<file path="src/rtl/cl_pkg.sv">
// Shared Camera Link package: count widths common with the capture block,
// transmit FSM state encoding, line geometry payload and LFSR constants.
package cl_pkg;

  localparam int unsigned N_FRAME_SIZE = 20;
  localparam int unsigned N_LINE_SIZE  = 12;
  localparam int unsigned N_CLK_SIZE   = 10;
  localparam int unsigned N_PORTS      = 10;

  // Fibonacci taps 32,22,2,1 expressed as bit positions 31,21,1,0.
  localparam logic [31:0] LFSR_TAPS = 32'h8020_0003;
  localparam logic [31:0] LFSR_SEED = 32'h0000_0001;

  typedef enum logic [2:0] {
    IDLE   = 3'd0,
    FRONT  = 3'd1,
    LINE   = 3'd2,
    HBLANK = 3'd3,
    VBLANK = 3'd4,
    DONE   = 3'd5
  } state_t;

  // Per-command line geometry held for the whole run.
  typedef struct packed {
    logic [N_LINE_SIZE-1:0] lines;
    logic [N_CLK_SIZE-1:0]  clks;
  } geom_t;

  // One shift of the Fibonacci LFSR; feedback enters at bit 0.
  function automatic logic [31:0] lfsr_next(input logic [31:0] s);
    return {s[30:0], ^(s & LFSR_TAPS)};
  endfunction

endpackage

</file>
<file path="src/rtl/cl_tx_sim_if.sv">
// Command channel of the Camera Link source simulator.
//   master: PC message path (drives command and stop, sees cmd_ready)
//   slave : cl_tx_sim
interface cl_tx_sim_if;
  import cl_pkg::*;

  logic                    cmd_valid;
  logic                    cmd_ready;
  logic [N_FRAME_SIZE-1:0] cmd_frames;
  logic [N_LINE_SIZE-1:0]  cmd_lines;
  logic [N_CLK_SIZE-1:0]   cmd_clks;
  logic                    stop;

  modport master (
    output cmd_valid, cmd_frames, cmd_lines, cmd_clks, stop,
    input  cmd_ready
  );

  modport slave (
    input  cmd_valid, cmd_frames, cmd_lines, cmd_clks, stop,
    output cmd_ready
  );

endinterface

</file>
<file path="src/rtl/cl_tx_pattern.sv">
// Pixel data generator for cl_tx_sim. Inputs describe the NEXT cycle so the
// port bytes land in registers aligned with the registered cl_lval.
//   cl_clk, reset : clock, async active-high reset
//   lval          : cl_lval value for the next cycle
//   frame_start   : next cycle is the first FRONT cycle of a frame
//   pix           : pixel index within the line for the next cycle
//   ports         : ten registered port bytes (index 0 = port a)
// Build option CL_TX_LFSR_EN selects the LFSR pattern; default is the counter.
module cl_tx_pattern
  import cl_pkg::*;
(
  input  logic                       cl_clk,
  input  logic                       reset,
  input  logic                       lval,
  input  logic                       frame_start,
  input  logic [N_CLK_SIZE-1:0]      pix,
  output logic [N_PORTS-1:0][7:0]    ports
);

  logic [N_PORTS-1:0][7:0] ports_nxt;

`ifdef CL_TX_LFSR_EN
  logic [31:0]           lfsr_q;
  logic [N_CLK_SIZE-1:0] unused_pix;

  assign unused_pix = pix;

  // Register holds the value shown on the next cl_lval cycle.
  always_ff @(posedge cl_clk or posedge reset) begin
    if (reset) begin
      lfsr_q <= LFSR_SEED;
    end else if (frame_start) begin
      lfsr_q <= LFSR_SEED;
    end else if (lval) begin
      lfsr_q <= lfsr_next(lfsr_q);
    end
  end

  always_comb begin
    ports_nxt = '0;
    for (int k = 0; k < N_PORTS; k++) begin
      ports_nxt[k] = lval ? (lfsr_q[8*(k%4) +: 8] ^ 8'(k)) : 8'h00;
    end
  end
`else
  logic [N_CLK_SIZE-8:0] unused_bits;

  assign unused_bits = {frame_start, pix[N_CLK_SIZE-1:8]};

  always_comb begin
    ports_nxt = '0;
    for (int k = 0; k < N_PORTS; k++) begin
      ports_nxt[k] = lval ? (pix[7:0] + 8'(k)) : 8'h00;
    end
  end
`endif

  always_ff @(posedge cl_clk or posedge reset) begin
    if (reset) begin
      ports <= '0;
    end else begin
      ports <= ports_nxt;
    end
  end

endmodule

</file>
<file path="src/rtl/cl_tx_sim.sv">
// Camera Link source simulator: on a command generates a programmable number
// of frames (cl_fval / cl_lval / ten 8-bit ports) on cl_clk.
//   cl_clk, reset      : clock, async active-high reset
//   cmd (slave)        : cmd_valid/cmd_ready handshake, frames/lines/clks, stop
//   cl_fval, cl_lval   : frame / line valid
//   cl_port_a..j       : pixel data, 0 while cl_lval is low
//   busy, done         : not idle / one-cycle pulse on return to idle
//   frames_left        : frames not yet started
// Build option CL_TX_LFSR_EN selects LFSR pixel data (see cl_tx_pattern).
module cl_tx_sim
  import cl_pkg::*;
#(
  parameter int unsigned FRONT_PORCH = 4,
  parameter int unsigned H_BLANK     = 8,
  parameter int unsigned V_BLANK     = 16
) (
  input  logic                    cl_clk,
  input  logic                    reset,
  cl_tx_sim_if.slave              cmd,
  output logic                    cl_fval,
  output logic                    cl_lval,
  output logic [7:0]              cl_port_a,
  output logic [7:0]              cl_port_b,
  output logic [7:0]              cl_port_c,
  output logic [7:0]              cl_port_d,
  output logic [7:0]              cl_port_e,
  output logic [7:0]              cl_port_f,
  output logic [7:0]              cl_port_g,
  output logic [7:0]              cl_port_h,
  output logic [7:0]              cl_port_i,
  output logic [7:0]              cl_port_j,
  output logic                    busy,
  output logic                    done,
  output logic [N_FRAME_SIZE-1:0] frames_left
);

  localparam int unsigned T_MAX =
    (FRONT_PORCH > H_BLANK) ? ((FRONT_PORCH > V_BLANK) ? FRONT_PORCH : V_BLANK)
                            : ((H_BLANK > V_BLANK) ? H_BLANK : V_BLANK);
  localparam int unsigned TMR_W = $clog2(T_MAX + 1);

  state_t                  state_q, state_nxt;
  logic [TMR_W-1:0]        tmr_q, tmr_nxt;
  logic [N_CLK_SIZE-1:0]   pix_q, pix_nxt;
  logic [N_LINE_SIZE-1:0]  line_q, line_nxt;
  logic [N_FRAME_SIZE-1:0] frames_q, frames_nxt;
  geom_t                   geom_q, geom_nxt;
  logic                    stop_q, stop_nxt;
  logic                    fval_q, lval_q, busy_q, done_q, ready_q;
  logic                    frame_start;
  logic [N_PORTS-1:0][7:0] ports;

  // State and counter registers.
  always_ff @(posedge cl_clk or posedge reset) begin
    if (reset) begin
      state_q  <= IDLE;
      tmr_q    <= '0;
      pix_q    <= '0;
      line_q   <= '0;
      frames_q <= '0;
      geom_q   <= '0;
      stop_q   <= 1'b0;
    end else begin
      state_q  <= state_nxt;
      tmr_q    <= tmr_nxt;
      pix_q    <= pix_nxt;
      line_q   <= line_nxt;
      frames_q <= frames_nxt;
      geom_q   <= geom_nxt;
      stop_q   <= stop_nxt;
    end
  end

  // Next-state and counter logic; timer restarts at 0 on every state change.
  always_comb begin
    state_nxt  = state_q;
    tmr_nxt    = '0;
    pix_nxt    = '0;
    line_nxt   = line_q;
    frames_nxt = frames_q;
    geom_nxt   = geom_q;
    stop_nxt   = stop_q | cmd.stop;

    unique case (state_q)
      IDLE: begin
        stop_nxt = 1'b0;
        line_nxt = '0;
        if (cmd.cmd_valid) begin
          geom_nxt.lines = cmd.cmd_lines;
          geom_nxt.clks  = cmd.cmd_clks;
          if ((cmd.cmd_frames == '0) || (cmd.cmd_lines == '0) || (cmd.cmd_clks == '0)) begin
            state_nxt  = DONE;
            frames_nxt = cmd.cmd_frames;
          end else begin
            state_nxt  = FRONT;
            frames_nxt = cmd.cmd_frames - N_FRAME_SIZE'(1);
          end
        end
      end

      FRONT: begin
        if (tmr_q == TMR_W'(FRONT_PORCH - 1)) begin
          state_nxt = LINE;
        end else begin
          tmr_nxt = tmr_q + TMR_W'(1);
        end
      end

      LINE: begin
        if (pix_q == geom_q.clks - N_CLK_SIZE'(1)) begin
          if (line_q == geom_q.lines - N_LINE_SIZE'(1)) begin
            state_nxt = VBLANK;
            line_nxt  = '0;
          end else begin
            state_nxt = HBLANK;
            line_nxt  = line_q + N_LINE_SIZE'(1);
          end
        end else begin
          pix_nxt = pix_q + N_CLK_SIZE'(1);
        end
      end

      HBLANK: begin
        if (tmr_q == TMR_W'(H_BLANK - 1)) begin
          state_nxt = LINE;
        end else begin
          tmr_nxt = tmr_q + TMR_W'(1);
        end
      end

      // A latched stop only ends the run here, so frames are never cut short.
      VBLANK: begin
        if (tmr_q == TMR_W'(V_BLANK - 1)) begin
          if ((frames_q == '0) || stop_q) begin
            state_nxt = DONE;
          end else begin
            state_nxt  = FRONT;
            frames_nxt = frames_q - N_FRAME_SIZE'(1);
          end
        end else begin
          tmr_nxt = tmr_q + TMR_W'(1);
        end
      end

      DONE: begin
        state_nxt = IDLE;
      end

      default: begin
        state_nxt = IDLE;
      end
    endcase
  end

  assign frame_start = (state_nxt == FRONT) && (state_q != FRONT);

  // Outputs are registered from the next state so they align with it.
  always_ff @(posedge cl_clk or posedge reset) begin
    if (reset) begin
      fval_q  <= 1'b0;
      lval_q  <= 1'b0;
      busy_q  <= 1'b0;
      done_q  <= 1'b0;
      ready_q <= 1'b1;
    end else begin
      fval_q  <= (state_nxt == FRONT) || (state_nxt == LINE) || (state_nxt == HBLANK);
      lval_q  <= (state_nxt == LINE);
      busy_q  <= (state_nxt != IDLE);
      done_q  <= (state_nxt == DONE);
      ready_q <= (state_nxt == IDLE);
    end
  end

  cl_tx_pattern u_pattern (
    .cl_clk      (cl_clk),
    .reset       (reset),
    .lval        (state_nxt == LINE),
    .frame_start (frame_start),
    .pix         (pix_nxt),
    .ports       (ports)
  );

  assign cmd.cmd_ready = ready_q;
  assign cl_fval       = fval_q;
  assign cl_lval       = lval_q;
  assign busy          = busy_q;
  assign done          = done_q;
  assign frames_left   = frames_q;
  assign cl_port_a     = ports[0];
  assign cl_port_b     = ports[1];
  assign cl_port_c     = ports[2];
  assign cl_port_d     = ports[3];
  assign cl_port_e     = ports[4];
  assign cl_port_f     = ports[5];
  assign cl_port_g     = ports[6];
  assign cl_port_h     = ports[7];
  assign cl_port_i     = ports[8];
  assign cl_port_j     = ports[9];

endmodule

</file>
<file path="src/flat_wrapper.sv">
// flat-port wrapper written by rule: the top's interface ports become plain ports
module cl_tx_sim_flat import cl_pkg::*;
#(
  parameter int unsigned FRONT_PORCH = 4,
  parameter int unsigned H_BLANK     = 8,
  parameter int unsigned V_BLANK     = 16
)
  (cl_clk, reset, cl_fval, cl_lval, cl_port_a, cl_port_b, cl_port_c, cl_port_d, cl_port_e, cl_port_f, cl_port_g, cl_port_h, cl_port_i, cl_port_j, busy, done, frames_left, cmd_cmd_valid, cmd_cmd_frames, cmd_cmd_lines, cmd_cmd_clks, cmd_stop, cmd_cmd_ready);
  cl_tx_sim_if cmd_i ();
  input  logic cl_clk;
  input  logic reset;
  output logic cl_fval;
  output logic cl_lval;
  output logic [7:0] cl_port_a;
  output logic [7:0] cl_port_b;
  output logic [7:0] cl_port_c;
  output logic [7:0] cl_port_d;
  output logic [7:0] cl_port_e;
  output logic [7:0] cl_port_f;
  output logic [7:0] cl_port_g;
  output logic [7:0] cl_port_h;
  output logic [7:0] cl_port_i;
  output logic [7:0] cl_port_j;
  output logic busy;
  output logic done;
  output logic [N_FRAME_SIZE-1:0] frames_left;
  input wire logic [$bits(cmd_i.cmd_valid)-1:0] cmd_cmd_valid;
  input wire logic [$bits(cmd_i.cmd_frames)-1:0] cmd_cmd_frames;
  input wire logic [$bits(cmd_i.cmd_lines)-1:0] cmd_cmd_lines;
  input wire logic [$bits(cmd_i.cmd_clks)-1:0] cmd_cmd_clks;
  input wire logic [$bits(cmd_i.stop)-1:0] cmd_stop;
  output wire logic [$bits(cmd_i.cmd_ready)-1:0] cmd_cmd_ready;
  assign cmd_i.cmd_valid = cmd_cmd_valid;
  assign cmd_i.cmd_frames = cmd_cmd_frames;
  assign cmd_i.cmd_lines = cmd_cmd_lines;
  assign cmd_i.cmd_clks = cmd_cmd_clks;
  assign cmd_i.stop = cmd_stop;
  assign cmd_cmd_ready = cmd_i.cmd_ready;
  cl_tx_sim #(.FRONT_PORCH(FRONT_PORCH), .H_BLANK(H_BLANK), .V_BLANK(V_BLANK)) u_core (.cl_clk(cl_clk), .reset(reset), .cmd(cmd_i), .cl_fval(cl_fval), .cl_lval(cl_lval), .cl_port_a(cl_port_a), .cl_port_b(cl_port_b), .cl_port_c(cl_port_c), .cl_port_d(cl_port_d), .cl_port_e(cl_port_e), .cl_port_f(cl_port_f), .cl_port_g(cl_port_g), .cl_port_h(cl_port_h), .cl_port_i(cl_port_i), .cl_port_j(cl_port_j), .busy(busy), .done(done), .frames_left(frames_left));
endmodule
</file>
<file path="config.mk">
export PLATFORM = sky130hd
export DESIGN_NAME = cl_tx_sim_flat
export DESIGN_NICKNAME = d
export VERILOG_FILES = /design/src/rtl/cl_pkg.sv /design/src/rtl/cl_tx_sim_if.sv /design/src/rtl/cl_tx_pattern.sv /design/src/rtl/cl_tx_sim.sv /design/src/flat_wrapper.sv
export SDC_FILE = /design/constraint.sdc
export NUM_CORES = 1
export LEC_CHECK = 0
export ABC_AREA = 1
export CAP_MARGIN = 20
export CORE_UTILIZATION = 35
export DETAILED_ROUTE_END_ITERATION = 8
export HOLD_SLACK_MARGIN = 0.1
export PLACE_DENSITY = 0.65
export RECOVER_POWER = 100
export SLEW_MARGIN = 20
export SYNTH_ARGS = -nofsm -noshare
export SYNTH_HDL_FRONTEND = slang
export SYNTH_SLANG_ARGS = --single-unit
export TNS_END_PERCENT = 30
</file>
<file path="constraint.sdc">
create_clock -name cl_clk -period 4.9 [get_ports cl_clk]
set_input_delay 0.735 -clock cl_clk [delete_from_list [all_inputs] [get_ports cl_clk]]
set_output_delay 0.735 -clock cl_clk [all_outputs]
set_load 0.05 [all_outputs]
</file>
==> results of run 1 <==
## final cells by class
| cell class | instances | area, um2 | share of cell area (%) |
|---|---|---|---|
| flip-flops and latches | 142 | 3555 | 33.43 |
| clock buffers | 18 | 429.2 | 4.036 |
| inverters | 134 | 508.0 | 4.777 |
| multi-input cells | 806 | 4055 | 38.13 |
| clock inverters | 14 | 167.7 | 1.577 |
| well taps | 319 | 399.1 | 3.753 |
| repair buffers | 154 | 1520 | 14.30 |
## worst max path at each step
stage          cells past startpoint                    startpoint  slack [ps]                              endpoint
3_3_place_gp                      13             cmd_cmd_frames[0]        1510                 u_core.done$_DFF_PP0_
5_1_grt                           17  u_core.geom_q[0]$_DFFE_PP0P_         600  u_core.u_pattern.ports[61]$_DFF_PP0_
6_report                          17  u_core.geom_q[0]$_DFFE_PP0P_        1030  u_core.u_pattern.ports[61]$_DFF_PP0_
2_1_floorplan                      1                         reset         360                 u_core.busy$_DFF_PP0_
3_5_place_dp                      10   u_core.state_q[1]$_DFF_PP0_        1480     u_core.frames_left[1]$_DFFE_PP0P_
4_1_cts                           10   u_core.state_q[1]$_DFF_PP0_        1490     u_core.frames_left[1]$_DFFE_PP0P_
## worst max-delay path, cell delays in order, from the launching register on
cell and delay (ps):
sky130_fd_sc_hd__dfrtp_1 370, sky130_fd_sc_hd__inv_1 100, sky130_fd_sc_hd__ha_1 250, sky130_fd_sc_hd__nand3_1 140
sky130_fd_sc_hd__nor2_1 110, sky130_fd_sc_hd__nand2_1 50, sky130_fd_sc_hd__nand2_1 80, sky130_fd_sc_hd__nor2_2 40
sky130_fd_sc_hd__nand3_1 620, sky130_fd_sc_hd__nand2_2 440, sky130_fd_sc_hd__inv_2 320, sky130_fd_sc_hd__ha_1 420
sky130_fd_sc_hd__inv_1 170, sky130_fd_sc_hd__nor2_1 240, sky130_fd_sc_hd__o21bai_1 150, sky130_fd_sc_hd__nand2_1 70
sky130_fd_sc_hd__nand2_1 80, sky130_fd_sc_hd__nor2_1 40
## flip-flops by register name, indices dropped and copies added, names as in the netlist, 3 cells and up
| signal | flops |
|---|---|
| u_core.pix_q | 10 |
| u_core.line_q | 12 |
| u_core.u_pattern.ports | 64 |
| u_core.geom_q | 22 |
| u_core.tmr_q | 5 |
| u_core.state_q | 3 |
| u_core.frames_left | 20 |
## metrics by stage
step	hold WS (ps)	util, %	setup WS (ps)	instances
floorplan	432.9	-	357.1	1122
global placement	449.9	42.96	1511	1555
detailed placement	463.6	42.96	1481	1555
CTS	470.8	45.49	1491	1587
global route	498.2	45.17	601.8	1587
finish	471.3	45.17	1026	1587
## report_power, final
group	switching, uW	internal (uW)
Combinational	1860	794
Sequential	286	1470
Clock	509	800
## per-layer routing
layer | wire length, um | up-vias | part of all wire, % | GRT usage, %
met2 | 10230 | 189 | 46 | 29.71
met1 | 10550 | 3487 | 48 | 25.66
met4 | 405 | 0 | 1.8 | 6.010
met3 | 981 | 28 | 4.4 | 3.717
li1 | - | 3779 | - | -
met5 | 0 | - | 0 | 0
## layout by cell type, fill, tap and decap left out, types with 26 or more instances in the layout
cell type and instances:
sky130_fd_sc_hd__nand2_1 293, sky130_fd_sc_hd__nor2_1 171, sky130_fd_sc_hd__dfrtp_1 141, sky130_fd_sc_hd__inv_1 125, sky130_fd_sc_hd__dlygate4sd3_1 107, sky130_fd_sc_hd__nand3_1 82
sky130_fd_sc_hd__o21ai_0 55, sky130_fd_sc_hd__xor2_1 51, sky130_fd_sc_hd__clkdlybuf4s50_1 43, sky130_fd_sc_hd__a21oi_1 26
## cell families after synthesis
family | Yosys count
and+or+nand+nor | 611
buffers and inverters | 174
DFF | 142
AOI/OAI and AO/OA | 101
adders and majority gates | 22
xor gates and xnor gates | 72
==> results.md, run 1 <==
Placement:
- Detailed placement ended at an HPWL of 16.38 mm.
- The port buffer count is 150.
- The congestion estimate from routability-driven global placement came to 0.8505.
- The cell area reported after detailed placement is 0.01011 mm2.

Detailed routing:
- In the routed layout, each cell is associated on average with a via count of 4.715.
- The detailed router placed 7483 vias in this run.
- After detailed routing, the number of remaining DRC violations is 0.
- The first TritonRoute pass finished after 6 iterations.
- After detailed routing, the average wire length per cell comes to 13.97 um.
- Wires add up to 22.17 mm.
- The remaining number of nets flagged by the antenna check after routing is 0.
- For this block, the initial DRC count from the detailed router was 440.

Logic synthesis:
- The most used flip-flop cell after synthesis is sky130_fd_sc_hd__dfrtp_1.
- The post-synthesis simple-gate area fraction is 31.37%.
- The number of storage elements in the synthesis netlist is 142.
- The yosys synthesis warning count is 0.
- The cell accounting for the most synthesized area is sky130_fd_sc_hd__dfrtp_1.
- Dividing the synthesized area by the synthesized cell count gives 7.515 um2.
- The main combinational cell family by area after synthesis is simple AND/OR/NAND/NOR gates.
- The share of synthesized area occupied by flip-flops and latches is 42.16%.
- After Yosys synthesis, XOR and XNOR cells account for 7.568% of the synthesized area.
- Among all cell types in the netlist, the one instantiated most often is sky130_fd_sc_hd__nand2_1.
- The number of enable flip-flop cells after synthesis is 0.
- In the synthesized netlist, the number of instances is 1122.
- After Yosys synthesis, full adders, half adders and majority gates account for 3.265% of the synthesized area.
- Of the post-synthesis cell area, the dominant cell type holds 41.85%.
- Ranked by instance count, the synthesized netlist is headed by 291 x sky130_fd_sc_hd__nand2_1, 168 x sky130_fd_sc_hd__nor2_1, 141 x sky130_fd_sc_hd__dfrtp_1.
- By area the synthesized netlist is led by sky130_fd_sc_hd__dfrtp_1 42%, sky130_fd_sc_hd__nand2_1 13%, sky130_fd_sc_hd__nor2_1 7.5%, sky130_fd_sc_hd__inv_1 5.4%, sky130_fd_sc_hd__xor2_1 5.2%.
- The mux share of post-synthesis cell area is 0%.
- The post-synthesis net count is 1190.
- Summing every instance area after synthesis gives 0.008432 mm2.
- The synthesized netlist contains 46 unique library cells.
- After synthesis, the share of flip-flops with an asynchronous set or reset is 100.0%.
- Summing the areas of all compound-gate instances in the mapped netlist gives 6.663% of the synthesized area.

STA:
- The slew of the pin with the lowest slew margin is 1429 ps.
- The highest clock frequency the design can meet is 0.2581 GHz.
- Setup violations remaining at the end of the flow were counted as 0.
- The final hold violation count was 0.
- The final-report max-slew violation count is 0.
- In this run the tightest slew margin relative to its limit is 4.738%.
- The clock skew is 11.71 ps.
- Setup repair after global routing left no endpoint under its margin.
- The summed negative setup slack over all endpoints is 0 ps.
- The worst path uses 79.07% of the clock period.
- The minimum period implied by the final worst setup slack is 3874 ps.

Global route:
- The pin count of the biggest net entering global routing is 92.
- The residual overflow from global routing is 0.
- The total track usage is 18.76%.
- The wire length of the first global-routing pass is 36.14 mm.
- The via count of the first global-routing pass came to 7187.
- The number of antenna violations at the first check in global routing is 0.

Floorplan:
- The region available for standard cell placement spans 0.02354 mm2.
- For this configuration, the core starts out at a cell density of 35.82%.
- During I/O placement, the number of pins put on the boundary was 151.
- The number of placement rows is 56.
- From left edge to right edge, the die measures 157.2 um.
- The height of the die is 157.2 um.
- The die covers 0.02472 mm2.

Cells and area:
- The proportion of layout cells with a drive suffix above 1 is 5.126%.
- 0 antenna diodes ended up in the layout.
- The final design instance area without fill is 0.01063 mm2.
- Fill cells in the final layout number 2388.
- In the final design database the tool counted 1323 nets.
- From synthesis to final layout, the design area changed by 26.12%.

Min path:
- Along the worst hold path, the cell count comes to 1.
- The type of the tightest min-delay check is register to register.
- The start point of the worst hold path is u_core.tmr_q[0]$_DFF_PP0_.
- The destination of the worst hold path is u_core.tmr_q[0]$_DFF_PP0_.

Worst setup path:
- In this run the register-to-register setup slack is 1030 ps.
- The data arrival time of the critical path is 4140 ps.
- The type of the setup path with the least slack is register to register.
- The number of cells traversed by the worst register-to-register path is 17.
- The highest fanout seen on the critical path is 16.
- The worst register-to-register path begins at u_core.geom_q[0]$_DFFE_PP0P_.
- The required time of the critical path is 5160 ps.
- The endpoint identified for the worst register-to-register timing path is u_core.u_pattern.ports[61]$_DFF_PP0_.
- The critical path capture point type is a register.
- The kind of launch point of the worst setup path is a register.

Clock tree:
- The clock latency at the later pin of the worst-skew pair is 420 ps.
- The post-cts gate resize count is 0.
- The number of clock sinks is 142.
- The TritonCTS clock tree is built.
- After clock tree synthesis, the setup repair step added 0 buffers.
- The number of buffers inserted for hold repair after clock tree synthesis is 0.
- The H-tree depth is 4.
- The CTS root buffer is sky130_fd_sc_hd__clkbuf_16.
- Buffers inserted during clock tree synthesis total 17.
- Clock-pin slew was measured on the worst setup and hold paths at 60 ps.
- The maximum number of buffers from clock root to sink is 2.

Power:
- For this design the ratio of total power to cell area is 536.9 mW/mm2.
- The design draws 5710 uW.
- The leakage power is 0.005409 uW.
- VDD sags by at most 0.0003098 V.

Run status:
- The flow ran to the end, and the final reports show no timing, DRC or antenna violations.

Job:
- The max-cap check violation count is 0.
No activity file was read; power rests on OpenSTA's default activity.
==> run 2: changes to the inputs <==
Clock period 4.9 ns to 3.7 ns, I/O delays scaled along.
==> results.md, run 2 (synthesis results as in run 1) <==
Run status:
- The run finished, with violations left.
- The checks that failed: capacitance limit, slew limit.

Worst setup path:
- The highest fanout seen on the critical path is 16.
- The data arrival time of the critical path is 3600 ps.
- The kind of launch point of the worst setup path is a register.
- The type of the setup path with the least slack is register to register.
- At the worst endpoint, the required time is 4040 ps.
- The critical path capture point type is a register.

Clock tree:
- The count of buffers added by post-CTS timing repair for setup is 0.
- Clock tree synthesis inserted a total of 17 buffers.
- The number of clock sinks is 142.
- The clock transition at the registers of the reported paths is 60 ps.
- The post-cts gate resize count is 0.
- The H-tree depth is 4.
- The number of buffers inserted for hold repair after clock tree synthesis is 0.
- The TritonCTS clock tree is built.
- The maximum number of buffers from clock root to sink is 2.
- Clock latency on the worst-skew pair, taken at its later pin, is 420 ps.
- CTS placed an instance of sky130_fd_sc_hd__clkbuf_16 at the clock tree root.

Detailed routing:
- In the routed design, unresolved DRC markers number 0.
- Summed over all layers, the routed wires come to 22.15 mm.
- The length of the first detailed-routing pass in iterations is 5.
- The total number of vias is 7533.
- The post-detailed-route wirelength per cell is 13.91 um.
- The remaining number of nets flagged by the antenna check after routing is 0.
- Dividing the detail-routed via count by the number of cells gives 4.732.
- In this run, the number of DRC markers left after iteration 0 of detailed routing was 538.

STA:
- The final clock period utilization by the worst path is 88.03%.
- Setup violations remaining at the end of the flow were counted as 0.
- The final hold violation count came to 0.
- The final hold slack is 475.3 ps.
- The clock skew is 12.72 ps.
- Measured against its own limit, the worst slew margin works out to -55.21%.
- Setup repair after global routing left no endpoint under its margin.
- The slew of the pin with the lowest slew margin is 2328 ps.
- After layout, the minimum clock period comes to 3257 ps.
- The final-report max-slew violation count is 82.
- Adding up every negative setup slack in the final design gives 0 ps.
- The highest clock frequency the design can meet is 0.3070 GHz.

Global route:
- The pin count of the biggest net entering global routing is 59.
- The wire length of the first global-routing pass is 36.18 mm.
- The via count of the first global-routing pass came to 7290.
- The total track usage is 18.74%.
- The residual overflow from global routing is 0.
- The number of antenna violations at the first check in global routing is 0.

Power:
- The worst ir drop on vdd is 0.0003986 V.
- The analysis attributes to net switching a power of 3502 uW.
- The proportion of power drawn by flip-flops and latches is 30.4%.
- Net switching is 45.73% of the power.
- The combinational group share of total power is 46.0%.
- Power spread over the standard cell area amounts to 715.8 mW/mm2.
- The clock network is responsible for 23.7% of the overall power.
- The completed layout was analyzed and its total power is 7658 uW.
- Internal power comes to 4156 uW.
- The analysis attributes to cell leakage a power of 0.005442 uW.

Cells and area:
- Counting flops per register, the top entry is u_core.u_pattern.ports.
- The register with the most flip-flops in the layout has 64 of them.
- The proportion of layout cells with a drive suffix above 1 is 5.106%.
- In the layout the commonest cells are 294 x sky130_fd_sc_hd__nand2_1, 172 x sky130_fd_sc_hd__nor2_1, 141 x sky130_fd_sc_hd__dfrtp_1, 126 x sky130_fd_sc_hd__inv_1, 107 x sky130_fd_sc_hd__dlygate4sd3_1.
- The final layout net count is 1329.
- The area overhead of the layout relative to synthesis is 26.87%.
- The most common cell after layout, fill and taps aside is sky130_fd_sc_hd__nand2_1.
- The final design instance area without fill is 0.01070 mm2.
- The number of diodes added for antenna fixing is 0.

Floorplan:
- The core region is 0.02354 mm2.
- Row generation in the floorplan step produced 56 rows.
- The die covers 0.02472 mm2.
- Measured along the x axis, the die boundary spans 157.2 um.
- The floorplan step set the die height to 157.2 um.
- The initial utilization of the core area, before any placement, comes to 35.82%.
- The I/O pin total is 151.

Placement:
- The congestion estimate from routability-driven global placement came to 0.8749.
- Input and output buffers added on the ports amount to 150.
- The cell area reported after detailed placement is 0.01017 mm2.
- The detailed-placement wirelength estimate is 16.46 mm.

Min path:
- The type of the tightest min-delay check is register to register.

Job:
- The max-cap check violation count is 2.
[run 2: cell types whose count changed in the layout (fill, tap and decap cells not counted), sizes merged]
cell,previous run,this run
clkinvlp,3,2
buf,1,2
inv,134,132
clkinv,8,7
clkbuf,21,28
bufinv,3,4
[run 2: worst paths after layout]
check | from | to | slack [ps] | cells after the start
max in group asynchronous | reset | u_core.u_pattern.ports[23]$_DFF_PP0_ | 720 | 3
min in group asynchronous | reset | u_core.u_pattern.ports[14]$_DFF_PP0_ | 520 | 2
min reg2reg | u_core.tmr_q[0]$_DFF_PP0_ | u_core.tmr_q[0]$_DFF_PP0_ | 480 | 1
min | u_core.tmr_q[0]$_DFF_PP0_ | u_core.tmr_q[0]$_DFF_PP0_ | 480 | 1
max reg2reg | u_core.geom_q[0]$_DFFE_PP0P_ | u_core.u_pattern.ports[55]$_DFF_PP0_ | 440 | 16
max | u_core.geom_q[0]$_DFFE_PP0P_ | u_core.u_pattern.ports[55]$_DFF_PP0_ | 440 | 16
[run 2: power groups by stage]
stage / registers, uW / clock network (uW) / logic, uW
2_1_floorplan: 3000 / 0 / 2050
3_3_place_gp: 2360 / 0 / 3630
3_5_place_dp: 2350 / 0 / 3670
4_1_cts: 2340 / 1840 / 3690
5_1_grt: 2390 / 1910 / 3870
6_report: 2320 / 1810 / 3520
[run 2: layout make-up]
| type | count | area (um2) |
|---|---|---|
| fillers | 2352 | 12840 |
| multi-input cells | 806 | 4070 |
| flip-flops and latches | 142 | 3555 |
| repair buffers | 160 | 1548 |
| well taps | 319 | 399.1 |
| inverters | 134 | 504.2 |
| clock inverters | 11 | 165.2 |
| clock buffers | 20 | 456.7 |
[run 2: layer usage]
metal | vias to the layer above | part of all wire (%) | track usage [%]
li1 | 3799 | - | -
met1 | 3544 | 47 | 25.18
met2 | 175 | 47 | 30.80
met3 | 15 | 4.7 | 3.607
met4 | 0 | 0.93 | 4.854
met5 | - | 0 | 0
[run 2: stage by stage]
step	std cells	worst slack, ps	utilization [%]
after global routing	1592	107.7	45.44
after detailed placement	1561	473.4	43.20
final	1592	443.0	45.44
after floorplan	1122	1063	-
after CTS	1592	441.1	45.84
after global placement	1561	478.9	43.20
[run 2: critical path: stages (launching register included)]
cell	delay, ps
sky130_fd_sc_hd__dfrtp_1	370
sky130_fd_sc_hd__inv_1	100
sky130_fd_sc_hd__ha_1	270
sky130_fd_sc_hd__nand3_1	150
sky130_fd_sc_hd__nor2_1	110
sky130_fd_sc_hd__nand2_1	50
sky130_fd_sc_hd__nand2_1	70
sky130_fd_sc_hd__nor2_1	60
sky130_fd_sc_hd__nand3_4	230
sky130_fd_sc_hd__nand3_2	300
sky130_fd_sc_hd__inv_1	280
sky130_fd_sc_hd__ha_1	400
sky130_fd_sc_hd__inv_1	150
sky130_fd_sc_hd__nor2_1	230
sky130_fd_sc_hd__inv_1	100
sky130_fd_sc_hd__nor2_1	130
sky130_fd_sc_hd__xor2_1	180
